--- config.mk ---
export PLATFORM = sky130hd
export DESIGN_NAME = cpu_control_sequencer
export DESIGN_NICKNAME = d
export VERILOG_FILES = /design/src/rtl/cpu_pkg.sv /design/src/rtl/cpu_control_decode.sv /design/src/rtl/cpu_control_sequencer.sv
export SDC_FILE = /design/constraint.sdc
export NUM_CORES = 1
export LEC_CHECK = 0
export ABC_AREA = 1
export BUFFER_PORTS_ARGS = -buffer_cell sky130_fd_sc_hd__buf_2
export CAP_MARGIN = 20
export CORE_AREA = 2 2 39 41
export DETAILED_ROUTE_END_ITERATION = 8
export DIE_AREA = 0 0 41 43
export PLACE_DENSITY = 0.65
export SYNTH_ARGS = -nofsm -noshare
export SYNTH_HDL_FRONTEND = slang
export SYNTH_SLANG_ARGS = --single-unit
--- constraint.sdc ---
create_clock -name MainClock -period 1.05 [get_ports MainClock]
set_input_delay 0.1575 -clock MainClock [delete_from_list [all_inputs] [get_ports MainClock]]
set_output_delay 0.1575 -clock MainClock [all_outputs]
set_load 0.02 [all_outputs]
--- src/rtl/cpu_pkg.sv ---
// Shared definitions for the 4-bit accumulator CPU control path.
// Opcodes, T-state encoding and the control-word layout used by the datapath.
package cpu_pkg;

   localparam logic [3:0] OP_NOP = 4'h0;
   localparam logic [3:0] OP_LDA = 4'h1;
   localparam logic [3:0] OP_ADD = 4'h2;
   localparam logic [3:0] OP_SUB = 4'h3;
   localparam logic [3:0] OP_OUT = 4'h4;
   localparam logic [3:0] OP_JMP = 4'h5;
   localparam logic [3:0] OP_JZ  = 4'h6;
   localparam logic [3:0] OP_JC  = 4'h7;
   localparam logic [3:0] OP_CLA = 4'h8;
   localparam logic [3:0] OP_HLT = 4'hF;

   // Encodings of IDLE and T1..T6 equal the TState value they report.
   typedef enum logic [2:0] {
      S_IDLE = 3'd0,
      S_T1   = 3'd1,
      S_T2   = 3'd2,
      S_T3   = 3'd3,
      S_T4   = 3'd4,
      S_T5   = 3'd5,
      S_T6   = 3'd6,
      S_HALT = 3'd7
   } state_t;

   typedef struct packed {
      logic en_pc;
      logic inc_pc;
      logic latch_pc;
      logic latch_mar;
      logic en_ram;
      logic latch_ir;
      logic en_ir;
      logic latch_a;
      logic en_a;
      logic clear_a;
      logic latch_b;
      logic en_alu;
      logic sub_alu;
      logic latch_out;
   } ctrl_t;

   localparam int CTRL_W = 14;

endpackage

--- src/rtl/cpu_control_decode.sv ---
// Combinational decode: T-state, opcode and flags to control word.
// Also reports whether the instruction ends (done) or halts this cycle.
module cpu_control_decode
   import cpu_pkg::*;
#(
   parameter int OPCODE_WIDTH = 4
) (
   input  state_t                  state,
   input  logic [OPCODE_WIDTH-1:0] opcode,
   input  logic                    zero_flag,
   input  logic                    carry_flag,
   output ctrl_t                   ctrl,
   output logic                    done,
   output logic                    halt
);

   logic [3:0] op;

   assign op = 4'(opcode);

   // Per-state strobe generation; execute steps depend on the opcode.
   always_comb begin
      ctrl = '0;
      done = 1'b0;
      halt = 1'b0;
      case (state)
         S_T1: begin
            ctrl.en_pc     = 1'b1;
            ctrl.latch_mar = 1'b1;
         end
         S_T2: ctrl.inc_pc = 1'b1;
         S_T3: begin
            ctrl.en_ram   = 1'b1;
            ctrl.latch_ir = 1'b1;
         end
         S_T4: begin
            done = 1'b1;
            case (op)
               OP_LDA, OP_ADD, OP_SUB: begin
                  ctrl.en_ir     = 1'b1;
                  ctrl.latch_mar = 1'b1;
                  done           = 1'b0;
               end
               OP_OUT: begin
                  ctrl.en_a      = 1'b1;
                  ctrl.latch_out = 1'b1;
               end
               OP_JMP: begin
                  ctrl.en_ir    = 1'b1;
                  ctrl.latch_pc = 1'b1;
               end
               OP_JZ: begin
                  ctrl.en_ir    = zero_flag;
                  ctrl.latch_pc = zero_flag;
               end
               OP_JC: begin
                  ctrl.en_ir    = carry_flag;
                  ctrl.latch_pc = carry_flag;
               end
               OP_CLA: ctrl.clear_a = 1'b1;
               OP_HLT: begin
                  done = 1'b0;
                  halt = 1'b1;
               end
               default: ;
            endcase
         end
         S_T5: begin
            ctrl.en_ram = 1'b1;
            if (op == OP_LDA) begin
               ctrl.latch_a = 1'b1;
               done         = 1'b1;
            end else if (op == OP_ADD || op == OP_SUB) begin
               ctrl.latch_b = 1'b1;
            end else begin
               // Opcode changed under us: drop out safely.
               ctrl.en_ram = 1'b0;
               done        = 1'b1;
            end
         end
         S_T6: begin
            ctrl.en_alu  = 1'b1;
            ctrl.latch_a = 1'b1;
            ctrl.sub_alu = (op == OP_SUB);
            done         = 1'b1;
         end
         default: ;
      endcase
   end

endmodule

--- src/rtl/cpu_control_sequencer.sv ---
// T-state sequencer for the accumulator CPU; owns the state register.
// Optional macro SINGLE_STEP_EN adds StepMode/Step manual stepping.
module cpu_control_sequencer
   import cpu_pkg::*;
#(
   parameter int OPCODE_WIDTH = 4,
   parameter int AUTO_RUN     = 0
) (
   input  logic                    MainClock,
   input  logic                    Clear,
   input  logic                    Start,
   input  logic [OPCODE_WIDTH-1:0] Opcode,
   input  logic                    ZeroFlag,
   input  logic                    CarryFlag,
`ifdef SINGLE_STEP_EN
   input  logic                    StepMode,
   input  logic                    Step,
`endif
   output logic                    EnablePC,
   output logic                    IncPC,
   output logic                    LatchPC,
   output logic                    LatchMAR,
   output logic                    EnableRAM,
   output logic                    LatchIR,
   output logic                    EnableIR,
   output logic                    LatchA,
   output logic                    EnableA,
   output logic                    ClearA,
   output logic                    LatchB,
   output logic                    EnableALU,
   output logic                    SubALU,
   output logic                    LatchOut,
   output logic                    Halted,
   output logic [2:0]              TState
);

   state_t state;
   state_t state_nxt;
   ctrl_t  dec_ctrl;
   ctrl_t  ctrl;
   logic   dec_done;
   logic   dec_halt;
   logic   advance;

   cpu_control_decode #(
      .OPCODE_WIDTH(OPCODE_WIDTH)
   ) u_decode (
      .state      (state),
      .opcode     (Opcode),
      .zero_flag  (ZeroFlag),
      .carry_flag (CarryFlag),
      .ctrl       (dec_ctrl),
      .done       (dec_done),
      .halt       (dec_halt)
   );

`ifdef SINGLE_STEP_EN
   logic step_q;

   // Step history for rising-edge detection.
   always_ff @(posedge MainClock) begin
      if (Clear) step_q <= 1'b0;
      else       step_q <= Step;
   end

   assign advance = !StepMode || (Step && !step_q);
`else
   assign advance = 1'b1;
`endif

   // State register with synchronous clear.
   always_ff @(posedge MainClock) begin
      if (Clear) state <= S_IDLE;
      else       state <= state_nxt;
   end

   // Next-state sequencing; decode hints end or halt the instruction.
   always_comb begin
      state_nxt = state;
      if (advance) begin
         case (state)
            S_IDLE: if (Start || AUTO_RUN != 0) state_nxt = S_T1;
            S_T1:   state_nxt = S_T2;
            S_T2:   state_nxt = S_T3;
            S_T3:   state_nxt = S_T4;
            S_T4: begin
               if (dec_halt)      state_nxt = S_HALT;
               else if (dec_done) state_nxt = S_T1;
               else               state_nxt = S_T5;
            end
            S_T5:   state_nxt = dec_done ? S_T1 : S_T6;
            S_T6:   state_nxt = S_T1;
            S_HALT: state_nxt = S_HALT;
            default: state_nxt = S_IDLE;
         endcase
      end
   end

   // Moore outputs; strobes held low while waiting for a step.
   always_comb begin
      ctrl      = advance ? dec_ctrl : '0;
      EnablePC  = ctrl.en_pc;
      IncPC     = ctrl.inc_pc;
      LatchPC   = ctrl.latch_pc;
      LatchMAR  = ctrl.latch_mar;
      EnableRAM = ctrl.en_ram;
      LatchIR   = ctrl.latch_ir;
      EnableIR  = ctrl.en_ir;
      LatchA    = ctrl.latch_a;
      EnableA   = ctrl.en_a;
      ClearA    = ctrl.clear_a;
      LatchB    = ctrl.latch_b;
      EnableALU = ctrl.en_alu;
      SubALU    = ctrl.sub_alu;
      LatchOut  = ctrl.latch_out;
      Halted    = (state == S_HALT);
      TState    = (state == S_HALT) ? 3'd0 : 3'(state);
   end

endmodule

# Word-level counts from Yosys, hierarchy flattened
# Index checks and enable logic that the tools add are counted.
[totals] regBits=3 latch_bits=0 ram_bits=0 romBits=0 out_inout_bits=18 mem_count=0
[classes] addsub=0 n_mul=0 div_mod_pow=0 n_lt_le_gt_ge=0 n_eq_ne=17 n_shift=0 muxes=33 bitwise=0 reduce_logical=5
[ops] operator="$pmux W3 S8" n=1
[ops] operator="$mux W1" n=19
[ops] operator="$eq A4 B3 Y1 const B" n=4
[ops] operator="$mux W3" n=5
[ops] operator="$eq A3 B3 Y1 const B" n=4
[ops] operator="$pmux W1 S3" n=3
[ops] operator="$eq A4 B2 Y1 const B" n=2
[ops] operator="$eq A4 B4 Y1 const B" n=2
[ops] operator="$reduce_or A4 Y1" n=2
[ops] operator="$eq A3 B2 Y1 const B" n=2
[ops] operator="$pmux W1 S2" n=3
[ops] operator="$eq A4 B1 Y1 const B" n=1
[ops] operator="$mux W2" n=2
[ops] operator="$eq A3 B1 Y1 const B" n=1
[ops] operator="$logic_not A3 Y1" n=1
[ops] operator="$reduce_or A3 Y1" n=1
[ops] operator="$ne A2 B2 Y1 const B" n=1
[ops] operator="$logic_or A1 B1 Y1" n=1

# Logic depth before layout (Yosys ltp)
[logic_depth] word_depth=8 depth_mapped=7

# By module
# Synthesis repeated with hierarchy kept, for this count alone.
[unflattened] cells_unflattened=81 hier_area_um2=397.9
[by_module_without_submodules] mod="cpu_control_decode" n_inst=1 cells_each=47 area_per_inst_um2=217.7
[by_module_without_submodules] mod="cpu_control_sequencer" n_inst=1 cells_each=34 area_per_inst_um2=180.2

# Worst setup path after synthesis
# OpenSTA, ideal clock, no wires.
[synth_path] kind="reg2out" from="register state[2]" to="output ClearA" arrival_ns=1.366 required_time_ns=0.892 path_slack_ns=-0.474 stages_incl_launch_ff=5 n_path_buf=0 cell_sequence="dfxtp_1 nand2_4 nor2_4 inv_2 nor4_1"
[synth_via] elab_chain_cells=2
[synth_lines] element="start: declaration" line_no="cpu_control_sequencer.sv:37" rtl="state_t state;"
[synth_lines] element="start signal: assignment" line_no="cpu_control_sequencer.sv:74" rtl="else state <= state_nxt;"
[synth_lines] element="$eq A3 B3 Y1" line_no="cpu_control_decode.sv:26" rtl="case (state)"
[synth_lines] element="$mux W2" line_no="cpu_control_decode.sv:26"
[synth_lines] element="end: declaration" line_no="cpu_control_sequencer.sv:28" rtl="output logic ClearA,"
# Every way passes these cells.

# Final worst setup path
[layout_path] from="register state[1]" to="output EnableIR"
[layout_via] elab_chain_cells=2
[layout_lines] element="$eq A3 B3 Y1" line_no="cpu_control_decode.sv:26"
[layout_lines] element="$mux W1" line_no="cpu_control_decode.sv:26"
[layout_lines] element="end: declaration" line_no="cpu_control_sequencer.sv:25" rtl="output logic EnableIR,"
# Every way passes these cells.

==> flow_metrics.py <==
metrics = {
    "placed_design": {
        "place_area_sq_um": 795,
        "io_buffers": 26,
        "place_hpwl_um": 1120,
        "gp_congestion": 0.734,
        "dp.cells": 131,
    },
    "finish": {
        "largest_registers": "state (3)",
        "finalNonFillerCells": 137,
        "fill_cells": 135,
        "syn_to_final_growth_pct": 124,
        "largest_reg_flops": 3,
        "regMostFlops": "state",
        "fin_util_pct": 69.0,
        "nNetsFinal": 131,
        "antenna_cells": 0,
        "post-route-cell-area_sq_um": 955,
        "layout-drive-gt1-share_pct": 72.7,
    },
    "routing": {
        "ant_nets": 0,
        "wirelength_um": 1420,
        "wl_per_cell_um": 10.4,
        "drt_first_pass_iters": 4,
        "vias": 625,
        "viasPerCell": 4.56,
        "drc": 0,
        "drtIter0Drc": 7,
    },
    "synth": {
        "yosys_most_used_dff": "dfxtp_1",
        "async_flop_share_pct": 0,
        "yosysTopAreaCell": "dfxtp_1",
        "synth-edff-count": 0,
        "synth_top_area_share_pct": 14.1,
        "ys_seq_area_share_pct": 14.1,
        "syn_area_sq_um": 425,
        "yosysMostFrequentCell": "nor2_1",
        "syn_area_per_cell_sq_um": 6.17,
        "postSynthCellCount": 69,
        "yosys_warnings": 0,
        "synth_nets": 78,
        "ys_types": 23,
        "synth_commonest_cells": "12 x nor2_1, 10 x nand2_1, 8 x inv_2, 6 x inv_1, 4 x nand2_2",
        "synth-seq-cells": 3,
        "synth.area.top_cells": "dfxtp_1 14%, nor2_1 11%, nand2_1 8.8%, nand3_2 7.1%, inv_2 7.1%",
    },
    "timing": {
        "min_period_over_period_pct": 138,
        "rsz0062_at_grt": "yes",
        "slew_violations": 0,
        "hold_slack_ps": 104,
        "slew_headroom_pct": 80.6,
        "setup_viol": 21,
        "worstMarginPinSlew_ps": 289,
        "finalHoldViolCount": 0,
        "fin_crit_ps": 1450,
        "max_freq_ghz": 0.689,
        "finalClockSkew_ps": 0.943,
        "setup_slack_ps": -401,
        "tns_ps": -5440,
    },
    "clock_network": {
        "hold_buffers": 0,
        "clock-sinks": 3,
        "path_clk_slew_ps": 40,
        "cts_made_buffers": 3,
        "cts_max_path_buffers": 2,
        "clk_latency_ps": 230,
        "cts_tree": "yes",
        "htreeDepth": 1,
        "cts_root_buffer": "clkbuf_4",
    },
    "global_routing": {
        "grt_pass1_vias": 582,
        "grt-ovfl-total": 0,
        "grt.total_usage_pct": 17.9,
        "antenna_found_initial": 0,
        "grt_pass1_wl_um": 2220,
        "grt_max_degree": 6,
    },
    "setup_path": {
        "critPathKind": "reg -> out",
        "required_ps": 890,
        "cp-end-kind": "primary output",
        "worstPathArrival_ps": 1290,
        "worstSetupStartpointType": "flop",
        "crit_fanout": 3,
    },
    "die": {
        "die_width_um": 41,
        "core_sq_mm": 0.00138,
        "start_util_pct": 30.7,
        "design.portCount": 27,
        "rows": 14,
        "die_area_sq_mm": 0.00176,
        "die_h_um": 43,
    },
    "flow_run": {
        "maxCapViolations": 0,
    },
    "power_and_ir_drop": {
        "peakVddDrop_mv": 0.651,
        "p_per_area_mw_per_mm2": 966,
        "p_leak_nw": 0.488,
    },
    "run_status": {
        "outcome": "complete, but fails checks",
        "violations": "setup timing",
    },
    "min_path": {
        "hold_path.class": "in -> reg",
    },
}
-- layout by cell type, fill, tap and decap left out, types with 3 or more instances in the layout --
master and instances:
nor2_1 9, nand2_4 4, clkbuf_4 3, nand2_1 9, a21oi_1 3, inv_2 5
nor2_4 6, buf_6 10, buf_4 28, buf_2 11, inv_4 3, inv_1 6
-- cells by family after synthesis --
| family | Yosys count | synth area share (%) |
|---|---|---|
| simple gates | 40 | 52.6 |
| flops | 3 | 14.1 |
| buf+inv | 15 | 14.1 |
| compound gates | 11 | 19.1 |
-- report_power, final --
| group | leakage, nW | switching (W) | total (W) | internal [W] |
|---|---|---|---|---|
| registers | 0.0261 | 0.0000276 | 0.000166 | 0.000139 |
| logic | 0.447 | 0.000301 | 0.000550 | 0.000249 |
| clock network | 0.0150 | 0.0000630 | 0.000206 | 0.000143 |
| total | 0.488 | 0.000391 | 0.000922 | 0.000531 |
-- per-stage QoR --
| step | worst slack (ps) | power [W] |
|---|---|---|
| 2_1_floorplan | -224 | 0.000418 |
| 3_3_place_gp | -202 | 0.000631 |
| 3_5_place_dp | -219 | 0.000638 |
| 4_1_cts | -424 | 0.000909 |
| 5_1_grt | -489 | 0.000992 |
| 6_report | -401 | 0.000922 |
-- routing by layer --
metal	vias to the layer above	share of wire, %	track usage (%)	wire [um]
li1	325	-	-	-
met1	277	34	18.8	484
met2	23	58	32.5	826
met3	0	7.6	6.81	108
met4	0	0	2.00	0
met5	-	0	0	0
-- cell type report --
class / instances / area, sq um / share of cell area (%)
Tap cell: 16 / 20.0 / 2.10
Clock buffer: 4 / 26.3 / 2.75
Multi-Input combinational cell: 51 / 404 / 42.3
Sequential cell: 3 / 66.3 / 6.95
Timing Repair Buffer: 49 / 378 / 39.6
Inverter: 14 / 60.1 / 6.29
-- worst max-delay path, stage by stage, from the launching register on --
cell and delay (ps):
dfxtp_4 340, inv_4 60, nand2_4 50, nor2_4 120
nand3_4 110, o31ai_4 240, buf_6 150
-- what timing repair did --
| action | CTS | global route |
|---|---|---|
| gates resized for setup | 31 | 5 |
| pin swaps | 4 | 5 |
| gates cloned | 0 | 0 |
| endpoints found under the setup margin | 21 | 21 |
| setup buffers | 1 | 1 |
-- path summary, 6_finish.rpt --
check        depth (start not counted)  startpoint  endpoint  slack (ps)
min reg2reg                          3    state[0]  state[0]         680
max                                  6    state[1]  EnableIR        -400
max reg2reg                          9    state[1]  state[1]        -130
min                                  2       Clear  state[2]         100
Power figures use the tool's default switching activity.
